`src/rtl/uart_tx_arbiter.sv`:
```
// uart_tx_arbiter: rotating-priority, frame-locking arbiter that feeds one UART TX byte path
module uart_tx_arbiter #(
    parameter int NUM_REQ      = 4,
    parameter int BUSY_TIMEOUT = 64,
    parameter int LOCK_TIMEOUT = 65535,
    localparam int GW = $clog2(NUM_REQ),
    localparam int BW = $clog2(BUSY_TIMEOUT + 1),
    localparam int LW = $clog2(LOCK_TIMEOUT + 1)
) (
    input  logic                 clk,
    input  logic                 rst,
    input  logic [NUM_REQ-1:0]   req_valid,
    input  logic [8*NUM_REQ-1:0] req_data,
    input  logic [NUM_REQ-1:0]   req_last,
    output logic [NUM_REQ-1:0]   req_ready,
    output logic [7:0]           tx_data,
    output logic                 tx_start,
    input  logic                 tx_busy,
    output logic [GW-1:0]        grant_id,
    output logic                 frame_active,
    output logic                 err_pulse
);
    typedef enum logic [1:0] {IDLE, ISSUE, WAIT_BUSY, WAIT_DONE} state_t;
    state_t        state_q;
    logic [GW-1:0] rr_ptr_q, grant_id_q, pick_d, next_d;
    logic [BW-1:0] busy_cnt_q;
    logic [LW-1:0] lock_cnt_q;
    logic [7:0]    tx_data_q;
    logic          tx_start_q, frame_active_q, err_pulse_q, cur_valid;
    int            idx;
    // Descending scan so the requester closest to rr_ptr wins the last write.
    always_comb begin
        pick_d = rr_ptr_q;
        idx = 0;
        for (int k = NUM_REQ - 1; k >= 0; k--) begin
            idx = int'(rr_ptr_q) + k;
            idx = (idx >= NUM_REQ) ? idx - NUM_REQ : idx;
            pick_d = req_valid[idx] ? GW'(idx) : pick_d;
        end
    end
    assign cur_valid    = req_valid[grant_id_q];
    assign next_d       = (grant_id_q == GW'(NUM_REQ - 1)) ? '0 : grant_id_q + GW'(1);
    assign req_ready    = (state_q == ISSUE && cur_valid) ? NUM_REQ'(1) << grant_id_q : '0;
    assign tx_data      = tx_data_q;
    assign tx_start     = tx_start_q;
    assign grant_id     = grant_id_q;
    assign frame_active = frame_active_q;
    assign err_pulse    = err_pulse_q;
    always_ff @(posedge clk) begin
        if (rst) begin
            state_q        <= IDLE;
            rr_ptr_q       <= '0;
            grant_id_q     <= '0;
            tx_data_q      <= '0;
            tx_start_q     <= 1'b0;
            frame_active_q <= 1'b0;
            err_pulse_q    <= 1'b0;
            busy_cnt_q     <= '0;
            lock_cnt_q     <= '0;
        end else begin
            tx_start_q  <= 1'b0;
            err_pulse_q <= 1'b0;
            case (state_q)
                IDLE: begin
                    if (frame_active_q) begin
                        if (cur_valid && !tx_busy) begin
                            state_q <= ISSUE;
                        end else if (!cur_valid) begin
                            // A stalled lock holder is evicted so others are not starved.
                            if (lock_cnt_q == LW'(LOCK_TIMEOUT - 1)) begin
                                lock_cnt_q     <= '0;
                                frame_active_q <= 1'b0;
                                err_pulse_q    <= 1'b1;
                                rr_ptr_q       <= next_d;
                            end else begin
                                lock_cnt_q <= lock_cnt_q + LW'(1);
                            end
                        end
                    end else if (|req_valid && !tx_busy) begin
                        grant_id_q <= pick_d;
                        state_q    <= ISSUE;
                    end
                end
                ISSUE: begin
                    if (cur_valid) begin
                        tx_data_q      <= req_data[{grant_id_q, 3'b000} +: 8];
                        tx_start_q     <= 1'b1;
                        frame_active_q <= ~req_last[grant_id_q];
                        lock_cnt_q     <= '0;
                        busy_cnt_q     <= '0;
                        state_q        <= WAIT_BUSY;
                    end else begin
                        state_q <= IDLE;
                    end
                end
                WAIT_BUSY: begin
                    if (tx_busy) begin
                        state_q <= WAIT_DONE;
                    end else if (busy_cnt_q == BW'(BUSY_TIMEOUT - 1)) begin
                        err_pulse_q    <= 1'b1;
                        frame_active_q <= 1'b0;
                        rr_ptr_q       <= next_d;
                        state_q        <= IDLE;
                    end else begin
                        busy_cnt_q <= busy_cnt_q + BW'(1);
                    end
                end
                default: begin
                    if (!tx_busy) begin
                        rr_ptr_q <= frame_active_q ? rr_ptr_q : next_d;
                        state_q  <= IDLE;
                    end
                end
            endcase
        end
    end
endmodule

```
`config.mk`:
```
export PLATFORM = sky130hd
export DESIGN_NAME = uart_tx_arbiter
export DESIGN_NICKNAME = d
export VERILOG_FILES = /design/src/rtl/uart_tx_arbiter.sv
export SDC_FILE = /design/constraint.sdc
export NUM_CORES = 1
export LEC_CHECK = 0
export CAP_MARGIN = 15
export CORE_ASPECT_RATIO = 1.4
export CORE_MARGIN = 2
export CORE_UTILIZATION = 44
export DETAILED_ROUTE_END_ITERATION = 16
export PLACE_DENSITY_LB_ADDON = 0.15
export SLEW_MARGIN = 40
export SYNTH_ARGS = -nofsm -noshare
export SYNTH_HDL_FRONTEND = slang
export SYNTH_SLANG_ARGS = --single-unit
```
`constraint.sdc`:
```
create_clock -name clk -period 2.3 [get_ports clk]
set_clock_uncertainty 0.1 [all_clocks]
set_input_delay 0.46 -clock clk [delete_from_list [all_inputs] [get_ports clk]]
set_output_delay 0.46 -clock clk [all_outputs]
set_load 0.1 [all_outputs]
```
; Word level (Yosys, flattened, before mapping)
; Cells that the tools add are included.
[totals]
mem_bits_ro = 0
register_bits = 40
mem_count = 0
ram_bits = 0
latchBits = 0
[classes]
add_sub_neg = 10
eq_ne = 19
mul = 0
bitwise = 3
shifts = 2
reduce_logical = 17
muxes = 69
div_mod_pow = 0
order_cmp = 9
[op_table]
columns = operator, count
row1 = less-than comparator 32 x 4 -> 1 bit (second input constant), 4
row2 = two-way mux 32 bit, 4
row3 = two-way mux 16 bit, 5
row4 = two-way mux 2 bit, 20
row5 = case mux 16 bit (2 select lines), 1
row6 = variable part select 32 x 6 -> 8 bit, 1
row7 = two-way mux 1 bit, 24
row8 = two-way mux 7 bit, 3
row9 = adder 16 x 1 -> 16 bit (second input constant), 1
row10 = == test 16 bit (second input constant), 1
row11 = inequality test 2 bit (second input constant), 8
row12 = case mux 7 bit (2 select lines), 1
row13 = binary-select mux 1 bit (select 2 bit), 6
row14 = case mux 2 bit (3 select lines), 2
row15 = AND reduction 4 bit, 3
row16 = subtractor 3 x 3 -> 4 bit (second input constant), 3
row17 = >= comparator 3 bit (second input constant), 3
row18 = inequality test 3 bit (second input constant), 3
row19 = AND reduction 9 bit, 1
row20 = adder 7 x 1 -> 7 bit (second input constant), 1
row21 = == test 7 x 6 -> 1 bit (second input constant), 1
row22 = adder 2 x 2 -> 3 bit (second input constant), 2
row23 = AND reduction 5 bit, 1
row24 = == test 2 bit (second input constant), 2
row25 = other kinds (23), 28

; Depth between registers and ports, before layout
[depth]
word_depth = 10
ltp_mapped = 9
ltp_nobuf = 7

; Worst setup path after synthesis
; OpenSTA, ideal clock, no wires.
[synth_timing]
path_kind = register to register
from = register grant_id_q[0], in the netlist grant_id[0]
to = register rr_ptr_q[0]
setup_time_ns = 0.121
path_buffers = 1
slack_ns = -0.793
path_stages_with_launch = 7
arrival_time_ns = 2.872
path_cell_list = dfxtp_1 > mux4_2 > buf_2 > nor3_1 > nand2_1 > a221oi_2 > mux2_2
[synth_via]
elab_chain_cells = 7
elab_cells_between_ends = 18
cone_classes = add/sub (1) / eq/ne (3) / mux (12) / reduce/logical (2)
[synth_rtl]
columns = item, line
row1 = from (decl), 25  ; logic [GW-1:0] rr_ptr_q, grant_id_q, pick_d, next_d;
row2 = from (signal assigned), 80  ; grant_id_q <= pick_d;
row3 = adder 2 x 1 -> 2 bit or == test 2 bit (tied branches), 42  ; assign next_d = (grant_id_q == GW'(NUM_REQ - 1)) ? '0 : grant_id_q + GW'(1);
row4 = two-way mux 2 bit, 42
row5 = two-way mux 2 bit, 70  ; if (lock_cnt_q == LW'(LOCK_TIMEOUT - 1)) begin
row6 = two-way mux 2 bit, 68  ; end else if (!cur_valid) begin
row7 = two-way mux 2 bit, 66  ; if (cur_valid && !tx_busy) begin
row8 = two-way mux 2 bit, 65  ; if (frame_active_q) begin
row9 = case mux 2 bit (3 select lines), 63  ; case (state_q)
row10 = to (signal assigned), 74  ; rr_ptr_q <= next_d;
row11 = to (signal assigned), 102  ; rr_ptr_q <= next_d;
row12 = to (signal assigned), 110  ; rr_ptr_q <= frame_active_q ? rr_ptr_q : next_d;
row13 = to (decl), 25
; Several ways; a longest one is shown, not always the timed one. The select of a mux whose other input is x is not followed.
; A chain may end at the register's enable or synchronous reset.

; Final worst setup path
[layout_timing]
from = register grant_id_q[0], in the netlist grant_id[0]
to = register lock_cnt_q[3]
[layout_via]
elab_chain_cells = 5
elab_cells_between_ends = 7
cone_classes = eq/ne (3) / mux (2) / reduce/logical (2)
[layout_rtl]
columns = item, line
row1 = binary-select mux 1 bit (select 2 bit) *, 41  ; assign cur_valid = req_valid[grant_id_q];
row2 = two-way mux 1 bit (not written as such) *, 41
row3 = logical AND 1 bit, 66
row4 = inequality test 2 bit (no source line), -
row5 = AND reduction 5 bit (no source line) *, -
row6 = to (signal assigned), 76  ; lock_cnt_q <= lock_cnt_q + LW'(1);
row7 = to (decl), 27  ; logic [LW-1:0] lock_cnt_q;
; Mark *: on every way between the ends. The rest lies on a longest branch, timed or not. The select of a mux whose other input is x is not followed.

==> impl_metrics.tcl <==
set metrics [dict create \
    status "completed" \
    synth_ff_type "dfxtp_1" \
    cp_max_fo 4 \
    die_w_um 66.3 \
    nets 420 \
    path_class "reg -> reg" \
    yosysTopAreaCell "dfxtp_1" \
    core_area_sq_mm 0.00520 \
    critical_path_arrival_ps 2330 \
    cts_sinks 40 \
    grt_pass1_vias 2348 \
    rows 31 \
    finalPower_mw 2.68 \
    antenna_cells 0 \
    holdPathStages 1 \
    wl_um 6330 \
    drv_cap 0 \
    dieHeight_um 91.2 \
    p_per_area_mw_per_mm2 768 \
    dr.pass1.iters 5 \
    fmax_mhz 447 \
    fillCellCount 440 \
    grtUsageTotal_pct 21.9 \
    ys_ff_latch 40 \
    avgSynthCellArea_sq_um 8.66 \
    num_vias 2409 \
    worstReg2RegStart "grant_id[0]" \
    reg2reg_to "lock_cnt_q[3]" \
    clkSlewWorstSetupHoldPaths_ps 80 \
    clk_latency_ps 290 \
    synthesis.area_sq_mm 0.00239 \
    slew_viol_final 0 \
    cts_tree "built" \
    route.layer.met1.wl_um 2430 \
    grt_max_degree 17 \
    ant_nets 0 \
    via_per_inst 5.56 \
    antenna_found_initial 0 \
    worstPathRequired_ps 2390 \
    layout-drive-gt1-share_pct 24.5 \
    regArea_sq_um 810 \
    initialDrtViolationCount 155 \
    syn-num-nets 330 \
    period_share_pct 97.2 \
    cts_root_buffer "clkbuf_8" \
    start_util_pct 46.0 \
    area_growth_pct 45.7 \
    async_flop_share_pct 0 \
    numCtsBuffers 5 \
    min_from "busy_cnt_q[6]" \
    r2r_slack_ps 70 \
    hold_class "reg -> reg" \
    routedWlPerCell_um 14.6 \
    ff2ff_path_depth 7 \
    grt_pass1_wl_um 10400 \
    final_common_cell "buf_4" \
    synthDominantCellAreaShare_pct 33.5 \
    power_leakage_nw 1.36 \
    met3_wirelength_um 322 \
    synth.area.top_cells "dfxtp_1 33%, mux4_2 9.4%, ha_1 5.8%" \
    slew_headroom_pct 61.0 \
    clockBufferDepth 2 \
    min_to "busy_cnt_q[6]" \
    htreeDepth 2 \
    tightest_slew_ps 582 \
    vdd_drop_max_v 0.000498 \
    ys_seq_area_share_pct 33.5 \
    hold_violations 0 \
    rsz0062_at_grt "yes" \
    synth_cell_type_count 49 \
    port_buffers 59 \
    synth_edf_count 0 \
    final_cell_mix "46 x buf_4, 38 x clkdlybuf4s50_1, 35 x nand2_1, 35 x dfxtp_1, 24 x nor2_1" \
    drc 0 \
    gp_congestion 0.830 \
    worst_setup_path_end_kind "register" \
    hpwl_um 4930 \
    multi_input_comb_area_sq_mm 0.00154 \
    min_period_ps 2230 \
    wl_met2_um 3400 \
    finalSetupViolations 0 \
    grt-ovfl-total 0 \
    setup_tns_ps 0 \
    fp.dieArea_sq_mm 0.00605 \
    yosys_warnings 0 \
    start_kind "register" \
    synth_cells 276 \
    pin_count 60 \
    highest_layer "met4" \
]
==> layout make-up <==
type	count	area share (%)
Timing Repair Buffer	96	25.8
Sequential cell	40	23.2
Multi-Input combinational cell	212	44.2
Inverter	11	1.19
Clock inverter	3	1.19
Tap cell	66	2.37
Clock buffer	5	1.98
==> report_power, final <==
group	internal [mW]	leakage (nW)	switching (mW)	total (mW)
clock network	0.322	0.0585	0.256	0.578
registers	0.755	0.326	0.0473	0.802
logic	0.514	0.977	0.781	1.29
==> worst max path at each step <==
| stage | slack (ps) | cells after the start | endpoint | start |
|---|---|---|---|---|
| floorplan | -210 | 6 | rr_ptr_q[0] | grant_id[0] |
| global placement | -370 | 6 | lock_cnt_q[7] | req_valid[3] |
| detailed placement | -400 | 6 | lock_cnt_q[7] | req_valid[3] |
| CTS | 10 | 6 | rr_ptr_q[0] | busy_cnt_q[1] |
| global route | -10 | 6 | lock_cnt_q[7] | grant_id[0] |
| finish | 70 | 7 | lock_cnt_q[3] | grant_id[0] |
==> worst max-delay path: stages (launching register included) <==
cell and delay [ps]:
dfxtp_4 360, mux4_2 530, buf_6 150, mux2_4 310, a211oi_4 200, buf_6 150, a41oi_2 80, a311oi_1 260
==> cell families after synthesis <==
kind of cell	count (synthesis)	synth area share (%)
AOI/OAI and AO/OA	61	17.5
xor gates and xnor gates	10	3.66
adders and majority gates	11	5.76
buffers and inverters	24	3.87
DFF	40	33.5
muxes	15	11.8
and+or+nand+nor	115	23.9
==> state kept, by name, indices dropped and copies added, names as in the netlist <==
name and flops:
frame_active 1, tx_start 1, err_pulse 1, grant_id 2, lock_cnt_q 16, rr_ptr_q 2, state_q 2, busy_cnt_q 7
tx_data 8
==> metal layers <==
metal  global-route usage [%]  vias up
li1                         -     1192
met1                     25.0     1129
met2                     38.0       74
met3                     5.33       14
met4                     8.67        0
met5                        0        -
==> synth_stat cells (3+ instances only) <==
| cell | count |
|---|---|
| a21oi_1 | 21 |
| nor2_1 | 24 |
| inv_1 | 11 |
| nor2b_1 | 7 |
| nor3_1 | 4 |
| xor2_1 | 9 |
| a311oi_1 | 5 |
| clkbuf_1 | 9 |
| ha_1 | 11 |
| nand2_1 | 35 |
| and3_1 | 7 |
| or4_1 | 3 |
| a31oi_1 | 3 |
| nand2b_1 | 6 |
| nor4_1 | 4 |
| dfxtp_1 | 40 |
| nand3_1 | 12 |
| o21ai_0 | 11 |
| nand4_1 | 4 |
| mux4_2 | 10 |
==> what timing repair did <==
action | in CTS | in global routing
pin swaps | 4 | 8
gates resized for setup | 11 | 11
setup buffers | 3 | 0
hold buffers | 0 | 0
setup endpoints to repair | 10 | 8
==> through the flow <==
step | util [%] | cell area (sq um) | hold slack [ps] | worst slack, ps | cells
global route | 67.0 | 3480 | 363 | -11.5 | 433
floorplan | - | 2410 | 325 | -211 | 276
global placement | 63.5 | 3300 | 331 | -370 | 422
finish | 67.0 | 3480 | 343 | 65.0 | 433
CTS | 66.5 | 3450 | 346 | 10.5 | 433
detailed placement | 63.5 | 3300 | 334 | -396 | 422
Power figures use the tool's default switching activity.
